==> config.mk <==
export PLATFORM = sky130hd
export DESIGN_NAME = zsdram_arbiter
export DESIGN_NICKNAME = d
export VERILOG_FILES = /design/src/rtl/zsdram_arbiter.sv
export SDC_FILE = /design/constraint.sdc
export NUM_CORES = 1
export LEC_CHECK = 0
export CORE_UTILIZATION = 40
export CTS_BUF_LIST = sky130_fd_sc_hd__clkbuf_8
export DETAILED_ROUTE_END_ITERATION = 12
export SKIP_LAST_GASP = 1
export SLEW_MARGIN = 20
export SYNTH_ARGS = -nofsm -noshare
export SYNTH_HDL_FRONTEND = slang
export SYNTH_SLANG_ARGS = --single-unit
==> constraint.sdc <==
create_clock -name clk -period 2.8 [get_ports clk]
set_clock_uncertainty 0.1 [all_clocks]
set_input_delay 0.28 -clock clk [delete_from_list [all_inputs] [get_ports clk]]
set_output_delay 0.28 -clock clk [all_outputs]
set_load 0.02 [all_outputs]
==> src/rtl/zsdram_arbiter.sv <==
`default_nettype none
// +----------------------------------------------------------------------------+
// | Module   : zsdram_arbiter                                                  |
// | Purpose  : SDRAM front-end arbiter. It sequences power-up initialisation,  |
// |            inserts periodic auto-refresh, and grants client read/write     |
// |            requests round-robin.                                           |
// | Option   : ZSDRAM_REFRESH_POSTPONE_EN lets a pending refresh slip by up to |
// |            TPOSTPONE cycles while clients are requesting.                  |
// | Revision : 1.0 - initial release                                           |
// +----------------------------------------------------------------------------+
module zsdram_arbiter #(
  parameter int NUM_CH    = 4,
  parameter int TREF      = 600,
  parameter int TPOSTPONE = 200,
  parameter int CNT_W     = 11
) (
  input  logic              clk,
  input  logic              rst,
  input  logic [NUM_CH-1:0] iWrReq,
  input  logic [NUM_CH-1:0] iRdReq,
  input  logic              iDone,
  output logic [3:0]        oReq,
  output logic [NUM_CH-1:0] oGrant,
  output logic [NUM_CH-1:0] oWrDone,
  output logic [NUM_CH-1:0] oRdDone
);

  localparam int         c_ptr_w    = (NUM_CH > 1) ? $clog2(NUM_CH) : 1;
  localparam int         c_cnt_need = TREF + TPOSTPONE;
  localparam logic [3:0] c_req_init = 4'b0001;
  localparam logic [3:0] c_req_ref  = 4'b0010;
  localparam logic [3:0] c_req_rd   = 4'b0100;
  localparam logic [3:0] c_req_wr   = 4'b1000;
  localparam logic [CNT_W-1:0] c_tref = CNT_W'(TREF);

  if (c_cnt_need >= (1 << CNT_W)) begin : g_cnt_w_too_small
    $error("zsdram_arbiter: CNT_W cannot hold TREF+TPOSTPONE");
  end

  typedef enum logic [2:0] {
    S_INIT    = 3'd0,
    S_IDLE    = 3'd1,
    S_WRITE   = 3'd2,
    S_READ    = 3'd3,
    S_REFRESH = 3'd4,
    S_DONE    = 3'd5
  } state_t;

  state_t              state_q, state_d;
  logic [3:0]          req_q, req_d;
  logic [NUM_CH-1:0]   grant_q, grant_d;
  logic [NUM_CH-1:0]   wr_done_q, wr_done_d;
  logic [NUM_CH-1:0]   rd_done_q, rd_done_d;
  logic [c_ptr_w-1:0]  ptr_q, ptr_d;
  logic [CNT_W-1:0]    cnt_q, cnt_d;

  logic [NUM_CH-1:0]   w_req_any;
  logic                w_found;
  logic [c_ptr_w-1:0]  w_win;
  logic [c_ptr_w:0]    w_sum;
  logic [c_ptr_w-1:0]  w_idx;
  logic [c_ptr_w-1:0]  w_ptr_next;
  logic [CNT_W-1:0]    w_cnt_inc;
  logic                w_pend;
  logic                w_refresh_go;

  assign w_req_any = iWrReq | iRdReq;

  // Scan channels starting at the round-robin pointer, wrapping modulo NUM_CH.
  always_comb begin
    w_found = 1'b0;
    w_win   = '0;
    w_sum   = '0;
    w_idx   = '0;
    for (int i = 0; i < NUM_CH; i++) begin
      w_sum = {1'b0, ptr_q} + (c_ptr_w + 1)'(i);
      if (w_sum >= (c_ptr_w + 1)'(NUM_CH)) begin
        w_sum = w_sum - (c_ptr_w + 1)'(NUM_CH);
      end
      w_idx = w_sum[c_ptr_w-1:0];
      if (!w_found && w_req_any[w_idx]) begin
        w_found = 1'b1;
        w_win   = w_idx;
      end
    end
  end

  assign w_ptr_next = (w_win == c_ptr_w'(NUM_CH - 1)) ? '0 : w_win + 1'b1;
  assign w_cnt_inc  = (cnt_q == {CNT_W{1'b1}}) ? cnt_q : cnt_q + 1'b1;
  assign w_pend     = (cnt_q >= c_tref);

`ifdef ZSDRAM_REFRESH_POSTPONE_EN
  localparam logic [CNT_W-1:0] c_tlimit = CNT_W'(c_cnt_need);
  assign w_refresh_go = w_pend && (!w_found || (cnt_q >= c_tlimit));
`else
  assign w_refresh_go = w_pend;
`endif

  always_comb begin
    state_d   = state_q;
    req_d     = req_q;
    grant_d   = grant_q;
    wr_done_d = '0;
    rd_done_d = '0;
    ptr_d     = ptr_q;
    cnt_d     = (state_q == S_INIT) ? cnt_q : w_cnt_inc;

    case (state_q)
      S_INIT: begin
        req_d = c_req_init;
        if (iDone) begin
          req_d   = '0;
          cnt_d   = '0;
          state_d = S_IDLE;
        end
      end
      S_IDLE: begin
        if (w_refresh_go) begin
          cnt_d   = '0;
          req_d   = c_req_ref;
          state_d = S_REFRESH;
        end else if (w_found) begin
          grant_d        = '0;
          grant_d[w_win] = 1'b1;
          ptr_d          = w_ptr_next;
          if (iWrReq[w_win]) begin
            req_d   = c_req_wr;
            state_d = S_WRITE;
          end else begin
            req_d   = c_req_rd;
            state_d = S_READ;
          end
        end
      end
      S_WRITE: begin
        if (iDone) begin
          req_d     = '0;
          wr_done_d = grant_q;
          state_d   = S_DONE;
        end
      end
      S_READ: begin
        if (iDone) begin
          req_d     = '0;
          rd_done_d = grant_q;
          state_d   = S_DONE;
        end
      end
      S_REFRESH: begin
        if (iDone) begin
          req_d   = '0;
          state_d = S_IDLE;
        end
      end
      S_DONE: begin
        grant_d = '0;
        state_d = S_IDLE;
      end
      default: begin
        req_d   = '0;
        grant_d = '0;
        state_d = S_INIT;
      end
    endcase
  end

  always_ff @(posedge clk or posedge rst) begin
    if (rst) begin
      state_q   <= S_INIT;
      req_q     <= '0;
      grant_q   <= '0;
      wr_done_q <= '0;
      rd_done_q <= '0;
      ptr_q     <= '0;
      cnt_q     <= '0;
    end else begin
      state_q   <= state_d;
      req_q     <= req_d;
      grant_q   <= grant_d;
      wr_done_q <= wr_done_d;
      rd_done_q <= rd_done_d;
      ptr_q     <= ptr_d;
      cnt_q     <= cnt_d;
    end
  end

  assign oReq    = req_q;
  assign oGrant  = grant_q;
  assign oWrDone = wr_done_q;
  assign oRdDone = rd_done_q;

endmodule
`default_nettype wire

==> key figures, run 1 <==
Timing
  • Setup TNS: 0 ns
  • RSZ-0062 raised after global routing: false
  • Hold Vio Cnt, Final: 0
  • Highest clock rate: 0.473 GHz
  • Max transition margin: 60.3%
  • Slew Limit Fails: 0
  • Final clock period utilization by the worst path: 75.5%
  • Period minus WS final: 2.11 ns
  • Slew @ Worst Pin: 0.591 ns
  • Final setup vio count: 0

Routing
  • Via/cell ratio: 5.40
  • First-pass detailed-route iteration total: 4
  • DR DRC count: 0
  • Top Layer Used: met4
  • WL per Instance: 13.9 um
  • M1 wire length: 1580 um
  • DR WL met3: 109 um
  • Initial DRC count: 114
  • DR vias: 1393
  • Routed wire length: 3580 um
  • Routed wl met2: 1800 um
  • Antenna-violating nets left: 0

Logic synthesis
  • Xor and xnor fraction of the mapped netlist area: 3.51%
  • Synth warnings: 0
  • Syn nets: 192
  • Post-synth EDFFs: 0
  • Number of synthesized register bits: 32
  • Synth Instances: 175
  • Avg Inst Size Synth: 9.99 um2
  • Mux share of post-synthesis cell area: 1.22%
  • Main combinational cell family by area after synthesis: simple AND/OR/NAND/NOR gates
  • Synth Area in Simple Gates: 23.6%
  • Register area share after synthesis: 45.8%
  • Compound-gate portion of the synthesized area: 17.7%
  • Adder-cell share of the synthesized area: 4.29%
  • Post-Syn Area: 0.00175 mm2
  • FFs w/ async S/R, synth: 100%
  • Ys flop type: dfrtp_1
  • Netlist cell types: 46

Outcome
  • Status: completed

Floorplanning
  • Core Region: 0.00409 mm2
  • Starting Density: 42.8%
  • # IOs: 27
  • Die Footprint: 0.00464 mm2
  • Die Span Y: 68.1 um
  • Chip Width: 68.1 um
  • Rows: 23

Finish
  • Commonest non-fill, non-tap cell in the layout: dfrtp_1
  • Most frequent cells in the layout: 32 x dfrtp_1, 26 x clkdlybuf4s50_1, 17 x nor2_1
  • Antenna cells: 0
  • Area grow syn2layout: 23.1%
  • Finished Layout Cells: 258
  • Share of layout cells above drive strength 1: 11.5%
  • Final #Nets: 224

GRT
  • Vias in the first global route: 1406
  • Initial antenna violation count: 0
  • Largest net degree at the start of global routing: 33
  • First-pass GRT wire length: 6290 um
  • Total grt overflow: 0
  • GRT Resource Usage Total: 18.8%

Clock tree
  • Clk Latency, worst-skew pair: 0.28 ns
  • CTS Sinks: 32
  • Clk slew on worst S/H paths: 0.07 ns
  • TritonCTS buffer count: 5
  • Clk buf depth: 2
  • Post-CTS Hold Fix Bufs: 0
  • CTS resizes: 0
  • Root Driver: clkbuf_8
  • Post-CTS setup buffers: 0
  • Htree depth: 2
  • Clock tree from TritonCTS: built

Critical path
  • Startpoint types: input pin
  • CP Max Fanout: 5
  • Setup crit end kind: flop
  • Critical path start-end classification: in -> reg
  • Critical Path RT: 2.87 ns
  • Worst EP arrival: 2.19 ns

Power
  • Total Power: 0.00183 W
  • Maximum vdd ir drop: 0.000390 V
  • Power per standard cell area: 852 mW/mm2
  • Leakage: 0.946 nW

Placed design
  • DP HPWL: 2670 um
  • Number of I/O port buffers: 26
  • Placer Congestion: 0.830
  • Dpl cells: 250

Run
  • Max-cap viol count: 0

Worst hold path
  • Worst hold path class: in -> async
## worst paths after layout
check / cells after the start / startpoint / slack, ns / endpoint
max: 7 / iWrReq[2] / 0.69 / oGrant[0]$_DFFE_PP0P_
min: 3 / rst / 0.28 / cnt_q[8]$_DFF_PP0_
max reg2reg: 5 / ptr_q[1]$_DFFE_PP0P_ / 0.84 / ptr_q[1]$_DFFE_PP0P_
min reg2reg: 2 / oReq[2]$_DFFE_PP0P_ / 0.37 / oReq[2]$_DFFE_PP0P_
max in group asynchronous: 3 / rst / 2.02 / oWrDone[2]$_DFF_PP0_
min in group clk: 2 / oReq[2]$_DFFE_PP0P_ / 0.37 / oReq[2]$_DFFE_PP0P_
## sequential cells by signal (all words and copies together) (netlist names)
name and flops:
oWrDone 4, oGrant 4, oReq 4, oRdDone 4, state_q 3, ptr_q 2, cnt_q 11
## metal layers
metal / global-route usage (%) / up-vias
met3: 5.17 / 9
met5: 0 / -
li1: - / 685
met1: 21.8 / 673
met2: 30.9 / 26
met4: 10.7 / 0
## critical path, cell delays in order
cell and delay [ns]:
clkdlybuf4s50_1 0.46, or2_2 0.31, a211o_1 0.33, a21oi_2 0.26
inv_1 0.13, ha_1 0.22, a22o_1 0.20
## power breakdown
part | switching [W] | internal, W
Clock | 0.000162 | 0.000193
Combinational | 0.000419 | 0.000360
Sequential | 0.000133 | 0.000568
Total | 0.000713 | 0.00112
## cells by family after synthesis
family                     count (synthesis)
DFF                                       32
xor gates and xnor gates                   7
and+or+nand+nor                           72
muxes                                      2
AOI/OAI and AO/OA                         42
adders and majority gates                  6
buffers and inverters                     14
## layout make-up
class	count	area, um2
Tap cell	50	62.6
Sequential cell	32	801
Clock buffer	6	82.6
Inverter	10	37.5
Multi-Input combinational cell	129	878
Clock inverter	2	7.51
Timing Repair Buffer	29	283
Fill cell	372	1930
## cells in the mapped netlist (2+ instances only)
library cell   n  area [um2]
a21oi_1       11        55.1
a21oi_2        2        17.5
a22o_1         4        35.0
a311oi_1       2        17.5
a31oi_1        3        18.8
a32o_1         2        20.0
and2_1         8        50.1
and3_1         2        12.5
buf_6          2        22.5
dfrtp_1       32         801
ha_1           6        75.1
inv_1         10        37.5
nand2_1       12        45.0
nand2b_1       4        25.0
nand3_1        8        40.0
nand4_1        3        18.8
nor2_1        17        63.8
nor3_1         5        25.0
nor3b_1        2        15.0
nor4_4         2        42.5
o21ai_0        5        25.0
o21ba_2        2        20.0
or2_2          3        18.8
xnor2_1        4        35.0
xor2_1         3        26.3
## stage by stage
stage | util (%) | hold WS, ns | cell area (um2) | setup WS, ns
2_1_floorplan | - | 0.296 | 1750 | 0.991
3_3_place_gp | 50.5 | 0.361 | 2060 | 0.456
3_5_place_dp | 50.5 | 0.365 | 2060 | 0.402
4_1_cts | 52.7 | 0.299 | 2150 | 0.706
5_1_grt | 52.7 | 0.343 | 2150 | 0.592
6_report | 52.7 | 0.285 | 2150 | 0.686
No activity file was read; power rests on OpenSTA's default activity.
==> run 2: changes to the inputs <==
==> constraint.sdc (replaced) <==
create_clock -name clk -period 1.9 [get_ports clk]
set_clock_uncertainty 0.1 [all_clocks]
set_input_delay 0.19 -clock clk [delete_from_list [all_inputs] [get_ports clk]]
set_output_delay 0.19 -clock clk [all_outputs]
set_load 0.02 [all_outputs]
==> run 2 against run 1 <==
Net effect: core utilization rose by 5.8 points; final area is 11% higher; worst setup slack lost 0.64 ns; flip-flop and latch count is the same; register-to-register slack lost 0.77 ns; cell count grew 9.7%; largest cell class unchanged.
==> key figures, run 2 (synthesis results as in run 1) <==
Power
  • Power per standard cell area: 1280 mW/mm2 (+51%)
  • Leakage: 1.11 nW (+17%)
  • Pint: 0.00192 W (+71%)
  • Sw frac: 37.5% (-1.4 points)
  • Total Power: 0.00307 W (+67%)
  • Combinational Power Share: 51.5% (+9.1 points)
  • Sequential power share: 31.6% (-6.6 points)
  • Clk network pwr share: 16.9% (-2.5 points)
  • Maximum vdd ir drop: 0.000699 V (+79%)
  • P_sw: 0.00115 W (+61%)

Finish
  • Final #Nets: 249 (+11%)
  • Most frequent cells in the layout: 32 x dfrtp_1, 28 x buf_4, 22 x clkdlybuf4s50_1
  • Largest register FFs: 11 (unchanged)
  • Finished Layout Cells: 283 (+9.7%)
  • Commonest non-fill, non-tap cell in the layout: dfrtp_1
  • Share of layout cells above drive strength 1: 22.7% (+11 points)
  • Antenna cells: 0 (unchanged)
  • Most flops, register: cnt_q
  • Final Util: 58.5% (+5.8 points)
  • Area grow syn2layout: 36.7%

Outcome
  • Status: completed

GRT
  • Largest net degree at the start of global routing: 33 (unchanged)
  • First-pass GRT wire length: 6260 um (-0.54%)
  • Initial antenna violation count: 0 (unchanged)
  • GRT Resource Usage Total: 18.9% (+0.17 points)
  • Total grt overflow: 0 (unchanged)
  • Vias in the first global route: 1427 (+1.5%)

Clock tree
  • Htree depth: 2 (unchanged)
  • Clk buf depth: 2 (unchanged)
  • Clock tree from TritonCTS: built
  • TritonCTS buffer count: 5 (unchanged)
  • Root Driver: clkbuf_8
  • CTS Sinks: 32 (unchanged)
  • Post-CTS setup buffers: 0 (unchanged)
  • Clk slew on worst S/H paths: 0.06 ns (about the same)
  • Clk Latency, worst-skew pair: 0.28 ns (about the same)

Critical path
  • Critical Path RT: 1.97 ns (-0.90 ns)
  • Startpoint types: input pin
  • CP Buf/Inv Count: 1 (-1)
  • Cell family with the largest share of critical-path delay: compound AO/OA/AOI/OAI gates
  • CP Max Fanout: 4 (-1)
  • Setup crit end kind: flop
  • CP max-delay cell: clkdlybuf4s50_1
  • Crit path largest cell delay: 0.44 ns (-0.02 ns)
  • Critical path start-end classification: in -> reg
  • Worst EP arrival: 1.92 ns (-0.27 ns)
  • CP Cell Sequence: clkdlybuf4s50_1 -> or2_4 -> a211o_1 -> a21oi_4 -> ha_1 -> mux2_2

Timing
  • Period minus WS final: 1.85 ns
  • Final clock period utilization by the worst path: 97.6%
  • Setup TNS: 0 ns (unchanged)
  • Final WS setup: 0.0462 ns (-0.640 ns)
  • Highest clock rate: 0.539 GHz
  • Slew Limit Fails: 0 (unchanged)
  • Hold Vio Cnt, Final: 0 (unchanged)
  • Slew @ Worst Pin: 0.483 ns (-0.107 ns)
  • Max transition margin: 67.5% (+7.2 points)
  • RSZ-0062 raised after global routing: true
  • Final setup vio count: 0 (unchanged)

Floorplanning
  • Starting Density: 42.8% (unchanged)
  • Rows: 23 (unchanged)
  • Chip Width: 68.1 um (unchanged)
  • Core Region: 0.00409 mm2 (unchanged)
  • Die Span Y: 68.1 um (unchanged)
  • Die Footprint: 0.00464 mm2 (unchanged)
  • # IOs: 27 (unchanged)

Run
  • Max-cap viol count: 0 (unchanged)

Routing
  • DR vias: 1499 (+7.6%)
  • Via/cell ratio: 5.30 (-1.9%)
  • WL per Instance: 14.0 um (+1.3%)
  • First-pass detailed-route iteration total: 4 (unchanged)
  • DR DRC count: 0 (unchanged)
  • Routed wire length: 3980 um (+11%)
  • Initial DRC count: 66 (-42%)
  • Antenna-violating nets left: 0 (unchanged)

Placed design
  • Place WS: -0.319 ns (-0.721 ns)
  • DP HPWL: 2980 um (+11%)
  • Placer Congestion: 0.862 (+3.8%)
  • Number of I/O port buffers: 26 (unchanged)
  • Dpl cells: 275 (+10%)

Worst hold path
  • Worst hold path class: in -> async
-- run 2: routing by layer --
metal	part of all wire (%)	routed length, um	vias up	GRT usage [%]
li1	-	-	733	-
met1	44	1730	711	21.2
met2	49	1970	39	31.3
met3	2.9	115	16	4.50
met4	4.0	161	0	13.8
met5	0	0	-	0
-- run 2: cell type report --
| class | instances | area, um2 |
|---|---|---|
| tap | 50 | 62.6 |
| timing repair buffer | 54 | 477 |
| inverter | 10 | 37.5 |
| clock inverter | 2 | 7.51 |
| clock buffer | 6 | 82.6 |
| multi-input combinational | 129 | 922 |
| sequential | 32 | 801 |
| fill | 354 | 1700 |
-- run 2: worst paths after layout --
kind | from | to | slack [ns] | depth (start not counted)
setup / recovery | iRdReq[2] | ptr_q[1]$_DFFE_PP0P_ | 0.05 | 6
hold / removal | rst | oWrDone[0]$_DFF_PP0_ | 0.21 | 3
setup reg to reg | ptr_q[0]$_DFFE_PP0P_ | ptr_q[1]$_DFFE_PP0P_ | 0.07 | 5
hold reg to reg | oReq[1]$_DFFE_PP0P_ | oReq[1]$_DFFE_PP0P_ | 0.38 | 2
max in group asynchronous | rst | oReq[2]$_DFFE_PP0P_ | 1.21 | 3
min in group clk | oReq[1]$_DFFE_PP0P_ | oReq[1]$_DFFE_PP0P_ | 0.38 | 2
-- run 2: repair_timing --
action,4_1_cts,5_1_grt
resized for setup,4,8
pin swaps,3,0
endpoints found under the setup margin,2,9
hold buffers,0,0
-- run 2: power by group through the flow --
stage | clock [W] | combinational, W | sequential [W]
floorplan | 0 | 0.000844 | 0.00102
global placement | 0 | 0.00147 | 0.000974
detailed placement | 0 | 0.00152 | 0.000980
CTS | 0.000539 | 0.00153 | 0.000970
global route | 0.000563 | 0.00175 | 0.000990
finish | 0.000518 | 0.00158 | 0.000972
-- run 2: worst register-to-register path, delay by kind of cell, from the launching register on --
kind,cells,cell delay [ns]
AO/OA/AOI/OAI,3,0.71
adder cells (fa/ha/maj),1,0.25
flip-flops,1,0.39
multiplexers,1,0.26
-- run 2: through the flow --
| stage | cell area, um2 | hold WS [ns] |
|---|---|---|
| floorplan | 1750 | 0.206 |
| global placement | 2250 | 0.359 |
| detailed placement | 2250 | 0.370 |
| CTS | 2350 | 0.208 |
| global route | 2390 | 0.256 |
| finish | 2390 | 0.206 |
